--- config.mk ---
export PLATFORM = sky130hd
export DESIGN_NAME = program_loader
export DESIGN_NICKNAME = d
export VERILOG_FILES = /design/src/rtl/program_loader.sv
export SDC_FILE = /design/constraint.sdc
export NUM_CORES = 1
export LEC_CHECK = 0
export CORE_MARGIN = 2
export CORE_UTILIZATION = 53
export CTS_CLUSTER_SIZE = 40
export DETAILED_ROUTE_END_ITERATION = 8
export GPL_TIMING_DRIVEN = 0
export PLACE_DENSITY_LB_ADDON = 0.3
export SLEW_MARGIN = 20
export SYNTH_ARGS = -nofsm -noshare
export SYNTH_HDL_FRONTEND = slang
export SYNTH_SLANG_ARGS = --single-unit
export TNS_END_PERCENT = 10
--- constraint.sdc ---
create_clock -name i_clock -period 2.4 [get_ports i_clock]
set_clock_uncertainty 0.05 [all_clocks]
set_input_delay 0.72 -clock i_clock [delete_from_list [all_inputs] [get_ports i_clock]]
set_output_delay 0.72 -clock i_clock [all_outputs]
set_load 0.03 [all_outputs]
--- src/rtl/program_loader.sv ---
// program_loader: writes a UART byte stream into instruction memory until an aligned HALT word or memory full
module program_loader #(
  parameter int NB_DATA = 32,
  parameter int NB_BYTE = 8,
  parameter int NB_INSTRUCTION_ADDRESS = 7,
  parameter logic [NB_DATA-1:0] HALT_INSTRUCTION = 32'hFFFFFFFF
) (
  input  logic                              i_clock,
  input  logic                              i_reset,
  input  logic                              i_start,
  input  logic [NB_BYTE-1:0]                i_rx_byte,
  input  logic                              i_rx_valid,
  output logic [NB_BYTE-1:0]                o_load_program_byte,
  output logic                              o_load_program_write_enable,
  output logic                              o_pc_reset,
  output logic                              o_busy,
  output logic                              o_done,
  output logic                              o_overflow_error,
  output logic [NB_INSTRUCTION_ADDRESS:0]   o_byte_count,
  output logic [NB_INSTRUCTION_ADDRESS-2:0] o_instruction_count
);
  localparam int NB_IDX = $clog2(NB_DATA / NB_BYTE);
  typedef enum logic [2:0] {IDLE, CLEAR, RECEIVE, DONE, ERROR} state_t;
  state_t state, state_n;
  logic [NB_DATA-1:0] word, word_n, assembled;
  logic [NB_IDX-1:0] idx, idx_n;
  logic [NB_BYTE-1:0] byte_n;
  logic we_n, pcr_n, busy_n, done_n, ovf_n;
  logic [NB_INSTRUCTION_ADDRESS:0] bc_n;
  logic [NB_INSTRUCTION_ADDRESS-2:0] ic_n;
  assign assembled = {word[NB_DATA-NB_BYTE-1:0], i_rx_byte};
  always_ff @(posedge i_clock) begin
    if (i_reset) begin
      state <= IDLE;
      word <= '0;
      idx <= '0;
      o_load_program_byte <= '0;
      o_load_program_write_enable <= 1'b0;
      o_pc_reset <= 1'b0;
      o_busy <= 1'b0;
      o_done <= 1'b0;
      o_overflow_error <= 1'b0;
      o_byte_count <= '0;
      o_instruction_count <= '0;
    end else begin
      state <= state_n;
      word <= word_n;
      idx <= idx_n;
      o_load_program_byte <= byte_n;
      o_load_program_write_enable <= we_n;
      o_pc_reset <= pcr_n;
      o_busy <= busy_n;
      o_done <= done_n;
      o_overflow_error <= ovf_n;
      o_byte_count <= bc_n;
      o_instruction_count <= ic_n;
    end
  end
  // Outputs are computed for the state being entered, so they line up with it after the clock
  always_comb begin
    state_n = state;
    word_n = word;
    idx_n = idx;
    byte_n = o_load_program_byte;
    we_n = 1'b0;
    pcr_n = 1'b0;
    busy_n = 1'b0;
    done_n = o_done;
    ovf_n = o_overflow_error;
    bc_n = o_byte_count;
    ic_n = o_instruction_count;
    case (state)
      CLEAR: begin
        state_n = RECEIVE;
        busy_n = 1'b1;
      end
      RECEIVE: begin
        busy_n = 1'b1;
        if (i_rx_valid && o_byte_count[NB_INSTRUCTION_ADDRESS]) begin
          state_n = ERROR;
          ovf_n = 1'b1;
          busy_n = 1'b0;
        end else if (i_rx_valid) begin
          byte_n = i_rx_byte;
          we_n = 1'b1;
          word_n = assembled;
          bc_n = o_byte_count + 1'b1;
          idx_n = idx + 1'b1;
          if (&idx) begin
            ic_n = o_instruction_count + 1'b1;
            if (assembled == HALT_INSTRUCTION) begin
              state_n = DONE;
              done_n = 1'b1;
              busy_n = 1'b0;
            end
          end
        end
      end
      default: if (i_start) begin
        state_n = CLEAR;
        pcr_n = 1'b1;
        busy_n = 1'b1;
        word_n = '0;
        idx_n = '0;
        bc_n = '0;
        ic_n = '0;
        done_n = 1'b0;
        ovf_n = 1'b0;
      end
    endcase
  end
endmodule

==> summary.txt <==
Global route
  – Vias in the first global route: 2,282
  – Largest net degree at the start of global routing: 19
  – Total gr overflow: 0
  – Gr usage total: 25.0%
  – First-pass GRT wire length: 10,600 um
  – Antenna violations before repair: 0

Worst setup path
  – Critical path's largest stage delay: 0.71 ns
  – Crit path cell chain: clkdlybuf4s50_1
  – Critical Path RT: 1.63 ns
  – Peak fanout along the critical path: 5
  – Setup slack, reg-to-reg: 0.59 ns
  – Crit-path leading delay family: buffers and inverters
  – Startpoint Class: flip-flop
  – Worst Setup End Kind: primary output
  – Crit Path Category: reg -> out
  – Worst EP arrival: 1.46 ns
  – Slowest library cell on the worst path: clkdlybuf4s50_1
  – Critical path buffers and inverters: 1

STA
  – FMAX: 0.448 GHz
  – Final Hold Fails: 0
  – Slew @ Worst Pin: 0.501 ns
  – Setup TNS: 0 ns
  – Min cycle time layout: 2.23 ns
  – Final period utilization: 93.0%
  – WHS: 0.405 ns
  – Slew Limit Fails: 0
  – RSZ-0062 raised after global routing: false
  – Max_slew headroom: 66.5%
  – Setup-failing EPs final: 0
  – Setup ws final: 0.168 ns

Die
  – Core area: 4690 um^2
  – Num ports: 39
  – Initial core utilization: 54.5%
  – Die height: 73.4 um
  – Die width: 73.4 um
  – Die area: 5390 um^2
  – Std-Cell Rows: 25

Synthesis
  – Number of synthesized flops with an enable pin: 0
  – Register area share after synthesis: 43.9%
  – Synthesis warning total: 0
  – Synth Register Bits: 56
  – Syn Area/Cell: 8.40 um^2
  – Mapped Cells: 304
  – Top FF cell, synth: dfxtp_1
  – Syn Std Cell Area: 2550 um^2
  – Asr flop ratio synth: 0%
  – Unique masters post-synth: 39
  – Syn nets: 319

Min path
  – Worst hold path class: reg -> reg

Layout
  – Layout area overhead: 21.2%
  – Final #Nets: 362
  – Diodes inserted: 0
  – Commonest non-fill, non-tap cell in the layout: dfxtp_1
  – Most frequent cells in the layout: 56 x dfxtp_1, 45 x a21oi_1, 36 x clkdlybuf4s50_1, 34 x nand3_1, 22 x nand2_1
  – Share of post-route cells with drive strength above 1: 10.6%

Flow run
  – Max-cap violations: 0

Clock network
  – Max Buffers Root-to-Sink: 2
  – Clock Latency Late Sink: 0.31 ns
  – Clock transition at the registers of the reported paths: 0.10 ns
  – CTS H-tree lvls: 2
  – TritonCTS clock tree: yes
  – Root buf cell: clkbuf_8
  – Total clock sinks: 56
  – TritonCTS buffer count: 5

Outcome
  – Status: finished, final reports clean

Detailed routing
  – Drt first pass iters: 5
  – ANT nets after route: 0
  – Per-cell routed wire length: 15.8 um
  – Vias: 2,503
  – Via-to-Cell Ratio: 6.23
  – DR DRC count: 0
  – Post-Route WL: 6330 um
  – 1st-iter DRT viols: 333

Place
  – DP HPWL: 4610 um
  – GPL Wtd Cong: 0.881
  – Port Buf Inserts: 36
  – Post-Place Setup Slack: -0.281 ns

Pwr
  – Power per Cell Area: 601 nW/um^2
  – Max VDD drop: 0.402 mV
  – Leakage power: 1.03 nW
## per-layer routing
metal  track usage (%)  vias to the layer above  wire length, um
li1                  -                     1210                -
met1              33.7                     1186             2860
met2              40.1                       96             3050
met3              5.08                       11              323
met4              8.28                        0               93
met5                 0                        -                0
## report_power, final
group | leakage [nW] | internal [W] | switching [W]
clock network | 0.0485 | 0.000210 | 0.000319
logic | 0.530 | 0.000123 | 0.000235
registers | 0.453 | 0.000957 | 0.0000185
## synth_stat cells (8+ instances only)
cell,number,area [um^2]
a21oi_1,45,225
buf_2,14,70.1
clkbuf_1,9,33.8
dfxtp_1,56,1120
nand2_1,22,82.6
nand3_1,34,170
nand4_1,12,75.1
nor2_1,12,45.0
nor3_1,11,55.1
o211ai_1,21,158
o21ai_0,8,40.0
## worst min-delay path, cell delays in order (launching register included)
cell and delay [ns]:
dfxtp_1 0.32, inv_1 0.05, a21oi_1 0.05
## area by class of cell
class                      count  area [um^2]
clock inverter                 3         22.5
buffer                        28          149
tap                           54         67.6
multi-input combinational    215         1290
timing repair buffer          36          360
fill                         409         1600
sequential                    56         1120
inverter                       5         18.8
clock buffer                   5         68.8
## per-stage QoR
stage / power [W] / std cells / utilization, % / instance area (um^2)
finish: 0.00186 / 402 / 66.0 / 3100
global route: 0.00194 / 402 / 66.0 / 3100
CTS: 0.00187 / 402 / 65.5 / 3070
detailed placement: 0.00135 / 394 / 63.6 / 2980
global placement: 0.00134 / 394 / 63.6 / 2980
floorplan: 0.00123 / 304 / - / 2550
## logic make-up after synthesis
| group | after synthesis | share of synthesized area, % |
|---|---|---|
| fa+ha+maj | 3 | 1.47 |
| xor+xnor | 3 | 1.03 |
| flops | 56 | 43.9 |
| simple gates | 111 | 22.6 |
| mux | 5 | 2.20 |
| buf+inv | 33 | 6.56 |
| compound gates | 93 | 22.3 |
## worst paths after layout
check	from	to	cells after the start
worst max-delay path	o_byte_count[0]	o_byte_count[0]	1
worst min-delay path	o_done	o_done	2
worst max register to register	state[1]	word[17]	6
worst min register to register	o_done	o_done	2
## sequential cells by signal (all words and copies together), names as in the netlist
name and flops:
idx 2, o_busy 1, o_byte_count 8, o_done 1, o_instruction_count 6, o_load_program_byte 8, o_load_program_write_enable 1, o_overflow_error 1
o_pc_reset 1, state 3, word 24
## repair_timing
| action | 4_1_cts | 5_1_grt |
|---|---|---|
| hold endpoints to repair | 0 | 0 |
| setup endpoints to repair | 0 | 1 |
| resized for setup | 0 | 3 |
| buffers inserted | 0 | 0 |
| hold buffers | 0 | 0 |
Note: power is estimated with default switching activity, not from simulation.
